[src/rtl/ray_tri_dispatch.sv]
// rtl/ray_tri_dispatch.sv - issues one ray against N triangles and reduces in-order results to the closest hit
module ray_tri_dispatch #(
  parameter int IDX_W   = 16,
  parameter int TIMEOUT = 64
) (
  input  logic                     i_clk,
  input  logic                     i_rst,
  input  logic                     i_start,
  input  logic [0:1][0:2][31:0]    i_ray,
  input  logic [IDX_W-1:0]         i_num_tris,
  output logic                     o_busy,
  output logic                     o_tri_rd,
  output logic [IDX_W-1:0]         o_tri_addr,
  input  logic [0:2][0:2][31:0]    i_tri_data,
  output logic                     o_en,
  output logic [0:2][0:2][31:0]    o_tri,
  output logic [0:1][0:2][31:0]    o_ray,
  input  logic signed [31:0]       i_t,
  input  logic                     i_result,
  input  logic                     i_valid,
  output logic                     o_done,
  output logic                     o_hit,
  output logic signed [31:0]       o_t,
  output logic [IDX_W-1:0]         o_tri_idx,
  output logic                     o_err
);

  localparam int WD_W = $clog2(TIMEOUT + 1);

  typedef enum logic [1:0] {IDLE, FETCH, DRAIN, DONE} state_t;

  state_t                  state, state_nx;
  logic [IDX_W-1:0]        num, issue, res_cnt, best_idx;
  logic [IDX_W:0]          outst;
  logic [WD_W-1:0]         wdog;
  logic signed [31:0]      best_t;
  logic                    hit, err, en;
  logic [0:1][0:2][31:0]   ray;

  logic active, start_ok, accept, wd_count, wd_fire, last_issue, last_result, better;

  assign active      = (state == FETCH) || (state == DRAIN);
  assign start_ok    = (state == IDLE) && i_start;
  assign accept      = active && i_valid;
  assign wd_count    = active && (outst != '0) && !i_valid;
  // Fires on the cycle whose idle count brings the watchdog up to TIMEOUT.
  assign wd_fire     = wd_count && (wdog >= WD_W'(TIMEOUT - 1));
  assign last_issue  = (state == FETCH) && (issue == num - IDX_W'(1));
  assign last_result = (outst == (IDX_W + 1)'(1)) && i_valid;
  assign better      = i_result && (!hit || (i_t < best_t));

  always_comb begin
    state_nx = state;
    case (state)
      IDLE:    if (i_start) state_nx = (i_num_tris == '0) ? DONE : FETCH;
      FETCH:   if (last_issue) state_nx = DRAIN;
      DRAIN:   if (last_result || wd_fire) state_nx = DONE;
      DONE:    state_nx = IDLE;
      default: state_nx = IDLE;
    endcase
  end

  always_ff @(posedge i_clk or posedge i_rst) begin
    if (i_rst) begin
      state    <= IDLE;
      num      <= '0;
      issue    <= '0;
      res_cnt  <= '0;
      outst    <= '0;
      wdog     <= '0;
      best_t   <= 32'sh7fffffff;
      best_idx <= '0;
      hit      <= 1'b0;
      err      <= 1'b0;
      en       <= 1'b0;
      ray      <= '0;
    end else begin
      state <= state_nx;
      en    <= o_tri_rd;
      if (start_ok) begin
        issue    <= '0;
        res_cnt  <= '0;
        outst    <= '0;
        wdog     <= '0;
        best_t   <= 32'sh7fffffff;
        best_idx <= '0;
        hit      <= 1'b0;
        err      <= 1'b0;
        if (i_num_tris != '0) begin
          ray <= i_ray;
          num <= i_num_tris;
        end
      end else if (active) begin
        if (state == FETCH) issue <= issue + IDX_W'(1);
        outst <= outst + {{IDX_W{1'b0}}, o_tri_rd} - {{IDX_W{1'b0}}, accept};
        if (accept) begin
          res_cnt <= res_cnt + IDX_W'(1);
          if (better) begin
            hit      <= 1'b1;
            best_t   <= i_t;
            best_idx <= res_cnt;
          end
        end
        if (accept) wdog <= '0;
        else if (wd_count && wdog != WD_W'(TIMEOUT)) wdog <= wdog + WD_W'(1);
        if (state == DRAIN && wd_fire && !last_result) err <= 1'b1;
      end
    end
  end

  assign o_busy     = (state != IDLE);
  assign o_tri_rd   = (state == FETCH);
  assign o_tri_addr = issue;
  assign o_en       = en;
  assign o_tri      = i_tri_data;
  assign o_ray      = ray;
  assign o_done     = (state == DONE);
  assign o_hit      = hit;
  assign o_t        = best_t;
  assign o_tri_idx  = best_idx;
  assign o_err      = err;

endmodule
[config.mk]
export PLATFORM = sky130hd
export DESIGN_NAME = ray_tri_dispatch
export DESIGN_NICKNAME = d
export VERILOG_FILES = /design/src/rtl/ray_tri_dispatch.sv
export SDC_FILE = /design/constraint.sdc
export NUM_CORES = 1
export LEC_CHECK = 0
export ABC_AREA = 1
export BUFFER_PORTS_ARGS = -buffer_cell sky130_fd_sc_hd__buf_2
export CAP_MARGIN = 20
export CELL_PAD_IN_SITES_DETAIL_PLACEMENT = 0
export CELL_PAD_IN_SITES_GLOBAL_PLACEMENT = 1
export CORE_AREA = 2 2 417 419
export CTS_CLUSTER_SIZE = 12
export DETAILED_ROUTE_END_ITERATION = 10
export DIE_AREA = 0 0 419 421
export PLACE_DENSITY_LB_ADDON = 0.1
export SLEW_MARGIN = 30
export SYNTH_ARGS = -nofsm -noshare
export SYNTH_HDL_FRONTEND = slang
export SYNTH_SLANG_ARGS = --single-unit
[constraint.sdc]
create_clock -name i_clk -period 13.85 [get_ports i_clk]
set_input_delay 4.155 -clock i_clk [delete_from_list [all_inputs] [get_ports i_clk]]
set_output_delay 4.155 -clock i_clk [all_outputs]
set_load 0.01 [all_outputs]
# Word-level counts from Yosys, hierarchy flattened
# Cells that the tools add are included.
dict set report word_totals {
  ramBits 0
  latchBits 0
  romBits 0
  ff_bits 317
  n_memories 0
}
dict set report classes {
  eq_ne 9
  reduce_logical 35
  n_lt_le_gt_ge 2
  multipliers 0
  n_shift 0
  mux 32
  bitwise 0
  n_div 0
  n_addsub 6
}
# operator n
set op_table {}
lappend op_table {{2-to-1 mux 16 bit} 10}
lappend op_table {{2-to-1 mux 32 bit} 4}
lappend op_table {{2-to-1 mux 17 bit} 2}
lappend op_table {{adder 16 x 1 -> 16 bit, second input constant} 2}
lappend op_table {{less-than comparator 32 bit} 1}
lappend op_table {{2-to-1 mux 7 bit} 4}
lappend op_table {{adder 17 x 1 -> 17 bit} 1}
lappend op_table {{equality test 17 x 1 -> 1 bit, second input constant} 1}
lappend op_table {{nonzero test 17 bit} 1}
lappend op_table {{subtractor 17 x 1 -> 17 bit} 1}
lappend op_table {{equality test 16 bit} 1}
lappend op_table {{logical NOT 16 bit} 1}
lappend op_table {{nonzero test 16 bit} 1}
lappend op_table {{subtractor 16 x 1 -> 16 bit, second input constant} 1}
lappend op_table {{nonzero test 2 bit} 6}
lappend op_table {{logical AND 1 bit} 11}
lappend op_table {{AND reduction 2 bit} 5}
lappend op_table {{2-to-1 mux 2 bit} 4}
lappend op_table {{one-hot mux 2 bit (4 select lines)} 1}
lappend op_table {{adder 7 x 1 -> 7 bit, second input constant} 1}
lappend op_table {{>= comparator 7 x 6 -> 1 bit, second input constant} 1}
lappend op_table {{2-to-1 mux 1 bit} 7}
lappend op_table {{!= test 7 bit, second input constant} 1}
lappend op_table {{AND reduction 3 bit} 2}
lappend op_table {{8 further kinds} 14}

# Logic depth before layout (Yosys ltp)
# Gate-level depths: netlist (run 1).
dict set report depth {
  word_depth 10
  depth_mapped 19
}

# Least setup slack after synthesis (run 1)
# Ideal clock, no wire load.
dict set report synth_path {
  kind {input-to-output}
  startpoint {input i_tri_data[0] in the netlist's numbering}
  endpoint {output o_tri[0] in the netlist's numbering}
  slack_ns 5.421
  n_path_buf 1
  path_stages 1
  arrival_time_ns 4.274
  t_required_ns 9.695
  path_cell_list {buf_4}
}
# element line
set synth_rtl {}
lappend synth_rtl {{start, declared} 14} ;# input logic [0:2][0:2][31:0] i_tri_data,
lappend synth_rtl {{end, declared} 16} ;# output logic [0:2][0:2][31:0] o_tri,
# No word-level cell between the ends.

# Worst setup path after layout (run 1)
dict set report layout_path {
  startpoint {input i_tri_data[89] in the netlist's numbering}
  endpoint {output o_tri[89] in the netlist's numbering}
}
# No word-level cell between the ends.

==> results_dict.tcl, run 1 <==
set metrics [dict create \
    area_delta_synth_final_pct 29.2 \
    synth.avg_cell_area_um2 10.1 \
    slew_viol_final 0 \
    ys_seq_area_share_pct 46.3 \
    drive_gt1_share_pct 44.9 \
    hold_path_class "reg2reg" \
    postCtsSetupRepairBufs 0 \
    syn_inst 1710 \
    drt_first_pass_iters 5 \
    dp_hpwl_um 55800 \
    grt_pass1_wl_um 105000 \
    syn_nets 2309 \
    clkTransAtPathRegs_ns 0.05 \
    hold_violations 0 \
    ios 1083 \
    startpoint_type "input port" \
    wirelength_um 73900 \
    antenna_found_initial 33 \
    clock_latency_ns 0.68 \
    cts_buffers 52 \
    die_area_mm2 0.176 \
    avgRoutedWirePerCell_um 17.1 \
    io_buffer_count 506 \
    ys_ff_latch 317 \
    cts_buffer_depth 3 \
    critical_path_class "in2out" \
    final_cell_mix "buf_2, dfrtp_1, mux2_2, nand2_1, inv_1" \
    chipWidth_um 419 \
    timing.fmax_ghz 0.120 \
    setup_viol 0 \
    setup_tns_ns 0 \
    synth_cell_types 42 \
    yosysWarnings 0 \
    async_reset_ff_share_pct 100 \
    end_kind "output port" \
    htreeDepth 2 \
    worstMarginPinSlew_ns 0.905 \
    p_leak_nw 10.1 \
    netlist_area_mm2 0.0172 \
    fin_crit_sh_pct 60.0 \
    cts_tree "built" \
    via_per_inst 2.92 \
    grt_pass1_vias 13900 \
    start_util_pct 9.99 \
    ir_worst_vdd_uv 101 \
    fin_nets 2545 \
    synth_enable_flop_cells 0 \
    cap_viol_max_count 0 \
    power_w 0.00518 \
    rsz0062_at_grt "false" \
    drt_iter0_drc 422 \
    worstPathRequired_ns 9.69 \
    post_cts_resized 0 \
    slew-limit-headroom_pct 39.7 \
    cp.arrival_ns 4.16 \
    grt_max_degree 113 \
    drc 0 \
    antenna_left 0 \
    clkSinkCount 317 \
    power.density_mw_per_mm2 233 \
    gr-usage-all-layers_pct 8.22 \
    overflow 0 \
    skew_ns 0.0473 \
    vias 12600 \
    die_h_um 421 \
    status "finished clean" \
    place_congestion 0.677 \
    postCtsHoldBufs 0 \
    critPathMaxFanout 1 \
    synth_ff_type "dfrtp_1" \
    rows 153 \
    fp.coreArea_mm2 0.172 \
    min_period_ns 8.31 \
    mostFrequentLayoutCell "buf_2" \
    cts_root_buf "clkbuf_16" \
]
==> cell type report <==
cell class | count | area, um2
timing repair buffer | 520 | 2660
antenna | 8 | 20.0
sequential | 317 | 7970
clock buffer | 79 | 1560
fill | 19700 | 150000
tap | 2325 | 2910
multi-input combinational | 919 | 6350
clock inverter | 15 | 262
inverter | 136 | 523
==> sequential cells by signal (all words and copies together) (netlist names) <==
register	cells
outst	17
wdog	7
res_cnt	16
num	16
o_t	32
o_ray	192
o_err	1
o_en	1
o_tri_addr	16
o_hit	1
o_tri_idx	16
state	2
==> cell usage after synthesis (13+ instances only) <==
cell	instances	share of area, %
or2_2	33	1.2
a21oi_1	71	2.1
clkbuf_1	15	0.33
nand2_1	205	4.5
inv_1	135	2.9
buf_4	297	13
ha_1	65	4.7
buf_2	22	0.64
nand3_1	81	2.4
nand4_1	28	1.0
nor2_1	86	1.9
nor3_1	23	0.67
dfstp_2	31	4.7
xor2_1	13	0.66
o21ai_0	52	1.5
mux2_2	203	13
dfrtp_1	286	42
==> cells by family (layout without fill, tap and decap cells) <==
kind of cell / after synthesis / count (layout) / share of synthesized area [%]
and+or+nand+nor: 480 / 480 / 12.7
buffers and inverters: 474 / 750 / 17.1
DFF: 317 / 317 / 46.3
muxes: 203 / 203 / 13.3
AOI/OAI and AO/OA: 147 / 147 / 4.57
adders and majority gates: 66 / 66 / 4.84
xor gates and xnor gates: 23 / 23 / 1.25
other: 0 / 8 / 0
==> metrics by stage <==
| step | hold WS [ns] | std cells | area [um2] | worst slack (ns) | util (%) |
|---|---|---|---|---|---|
| 2_1_floorplan | 0.460 | 1710 | 17200 | 0.975 | - |
| 3_3_place_gp | 0.480 | 4214 | 20300 | 4.74 | 11.8 |
| 3_5_place_dp | 0.486 | 4216 | 20400 | 5.54 | 11.8 |
| 4_1_cts | 0.497 | 4310 | 22200 | 5.54 | 12.9 |
| 5_1_grt | 0.510 | 4313 | 22200 | 5.54 | 12.9 |
| 6_report | 0.494 | 4319 | 22300 | 5.54 | 12.9 |
==> per-layer routing <==
layer / up-vias / track usage (%) / share of wire (%)
li1: 5850 / - / -
met1: 5965 / 7.94 / 34
met2: 535 / 14.4 / 50
met3: 233 / 4.27 / 11
met4: 36 / 3.74 / 4.8
met5: - / 0.547 / 0.49
==> final timing paths <==
kind | from | to | slack, ns | depth (start not counted)
min | o_tri_idx[7] | o_tri_idx[7] | 0.49 | 2
max reg2reg | state[0] | outst[16] | 9.81 | 16
min reg2reg | o_tri_idx[7] | o_tri_idx[7] | 0.49 | 2
max in group asynchronous | i_rst | o_tri_idx[3] | 8.38 | 4
min in group asynchronous | i_rst | o_ray[182] | 3.59 | 2
max | i_tri_data[89] | o_tri[89] | 5.54 | 0
==> power breakdown <==
group / internal, W / switching, W
Clock: 0.000884 / 0.000548
Combinational: 0.000885 / 0.00124
Sequential: 0.00137 / 0.000244
Note: power is estimated with default switching activity, not from simulation.
==> inputs of run 2 (changes only) <==
Settings changed: CORE_AREA 2 2 417 419 to 2 2 426 428, DIE_AREA 0 0 419 421 to 0 0 428 430.
Clock period 13.85 ns to 7.55 ns, I/O delays scaled along.
==> results_dict.tcl, run 2 (same netlist as run 1, synthesis figures left out) <==
set metrics [dict create \
    htreeDepth 2 \
    timing.fmax_ghz 0.218 \
    fin_crit_sh_pct 60.7 \
    die_h_um 430 \
    cts_tree "built" \
    clkSinkCount 317 \
    chipWidth_um 428 \
    cap_viol_max_count 0 \
    hold_violations 0 \
    avgRoutedWirePerCell_um 17.5 \
    setup_tns_ns 0 \
    intPower_w 0.00562 \
    drt_iter0_drc 372 \
    slew-limit-headroom_pct 38.1 \
    cp.arrival_ns 5.12 \
    postCtsSetupRepairBufs 0 \
    ios 1083 \
    ir_worst_vdd_uv 165 \
    p_switching_w 0.00381 \
    antenna_left 0 \
    io_buffer_count 506 \
    skew_ns 0.0486 \
    setup_viol 0 \
    grt_pass1_wl_um 108000 \
    cts_buffer_depth 3 \
    critPathMaxFanout 7 \
    rows 156 \
    comb_power_share_pct 41.8 \
    largest_reg_flops 192 \
    seqPwrFrac_pct 31.7 \
    start_util_pct 9.58 \
    clkTransAtPathRegs_ns 0.06 \
    switching_share_pct 40.4 \
    overflow 0 \
    hold_path_class "reg2reg" \
    wirelength_um 76200 \
    area_delta_synth_final_pct 29.1 \
    end_kind "flop" \
    via_per_inst 2.92 \
    hold_depth 2 \
    antenna_found_initial 29 \
    slew_viol_final 0 \
    clkPwrFrac_pct 26.5 \
    cts_buffers 51 \
    die_area_mm2 0.184 \
    gr-usage-all-layers_pct 8.13 \
    startpoint_type "input port" \
    status "finished clean" \
    postCtsHoldBufs 0 \
    mostFrequentLayoutCell "buf_2" \
    power.density_mw_per_mm2 424 \
    min_period_ns 4.58 \
    critical_path_class "in2reg" \
    worstPathRequired_ns 8.09 \
    cts_root_buf "clkbuf_16" \
    clock_latency_ns 0.68 \
    place_congestion 0.691 \
    drt_first_pass_iters 4 \
    fin_util_pct 12.4 \
    dp_hpwl_um 57700 \
    worstMarginPinSlew_ns 0.929 \
    fin_nets 2544 \
    vias 12700 \
    rr_worst_depth 16 \
    final_cell_mix "buf_2, dfrtp_1, mux2_2, nand2_1, inv_1" \
    p_leak_nw 10.0 \
    drive_gt1_share_pct 44.8 \
    grt_pass1_vias 14100 \
    post_cts_resized 0 \
    rsz0062_at_grt "false" \
    grt_max_degree 114 \
    drc 0 \
    fp.coreArea_mm2 0.180 \
]
## run 2: path summary, 6_finish.rpt
path                          startpoint             to  slack (ns)
min reg2reg                o_tri_idx[15]  o_tri_idx[15]        0.49
min in group asynchronous          i_rst     o_ray[156]        1.60
max in group asynchronous          i_rst  o_tri_idx[10]        4.79
max reg2reg                     state[1]      outst[10]        3.70
max                              i_valid      outst[10]        2.97
min                        o_tri_idx[15]  o_tri_idx[15]        0.49
## run 2: power by group through the flow
stage               clock network (W)  logic (W)  registers (W)
finish                        0.00250    0.00394        0.00299
global route                  0.00273    0.00445        0.00312
CTS                           0.00267    0.00411        0.00302
detailed placement                  0    0.00410        0.00303
global placement                    0    0.00413        0.00303
floorplan                           0    0.00228        0.00322
## run 2: stage by stage
step,hold slack (ns),total power [W],std cells,setup WS [ns],instance area [um2]
2_1_floorplan,0.460,0.00550,1710,1.09,17200
4_1_cts,0.497,0.00980,4357,2.81,22200
6_report,0.490,0.00944,4362,2.97,22200
3_3_place_gp,0.478,0.00716,4261,0.718,20500
3_5_place_dp,0.487,0.00713,4262,2.08,20500
5_1_grt,0.506,0.0103,4359,2.60,22200
## run 2: metal layers
| layer | up-vias | GRT usage (%) | part of all wire, % |
|---|---|---|---|
| met4 | 36 | 2.71 | 3.1 |
| met5 | - | 0.546 | 0.30 |
| li1 | 5830 | - | - |
| met1 | 6099 | 7.80 | 34 |
| met2 | 567 | 14.7 | 52 |
| met3 | 206 | 4.30 | 10 |
## run 2: critical path, cell delays in order
cell and delay, ns:
buf_2 0.14, nand2_1 0.25, inv_1 0.18, ha_1 0.30, inv_1 0.07, ha_1 0.16, inv_1 0.05, fa_1 0.39
o21ai_0 0.52, a21oi_1 0.13, inv_1 0.12, a31oi_1 0.09, or2_2 0.28, nand3_1 0.07, o21ai_0 0.09
## run 2: final cells by class
| cell class | count | area [um2] |
|---|---|---|
| diodes | 5 | 12.5 |
| clock buffers | 81 | 1550 |
| clock inverters | 14 | 179 |
| fillers | 20500 | 158000 |
| inverters | 136 | 514 |
| multi-input cells | 919 | 6360 |
| flip-flops and latches | 317 | 7970 |
| well taps | 2370 | 2970 |
| repair buffers | 520 | 2690 |
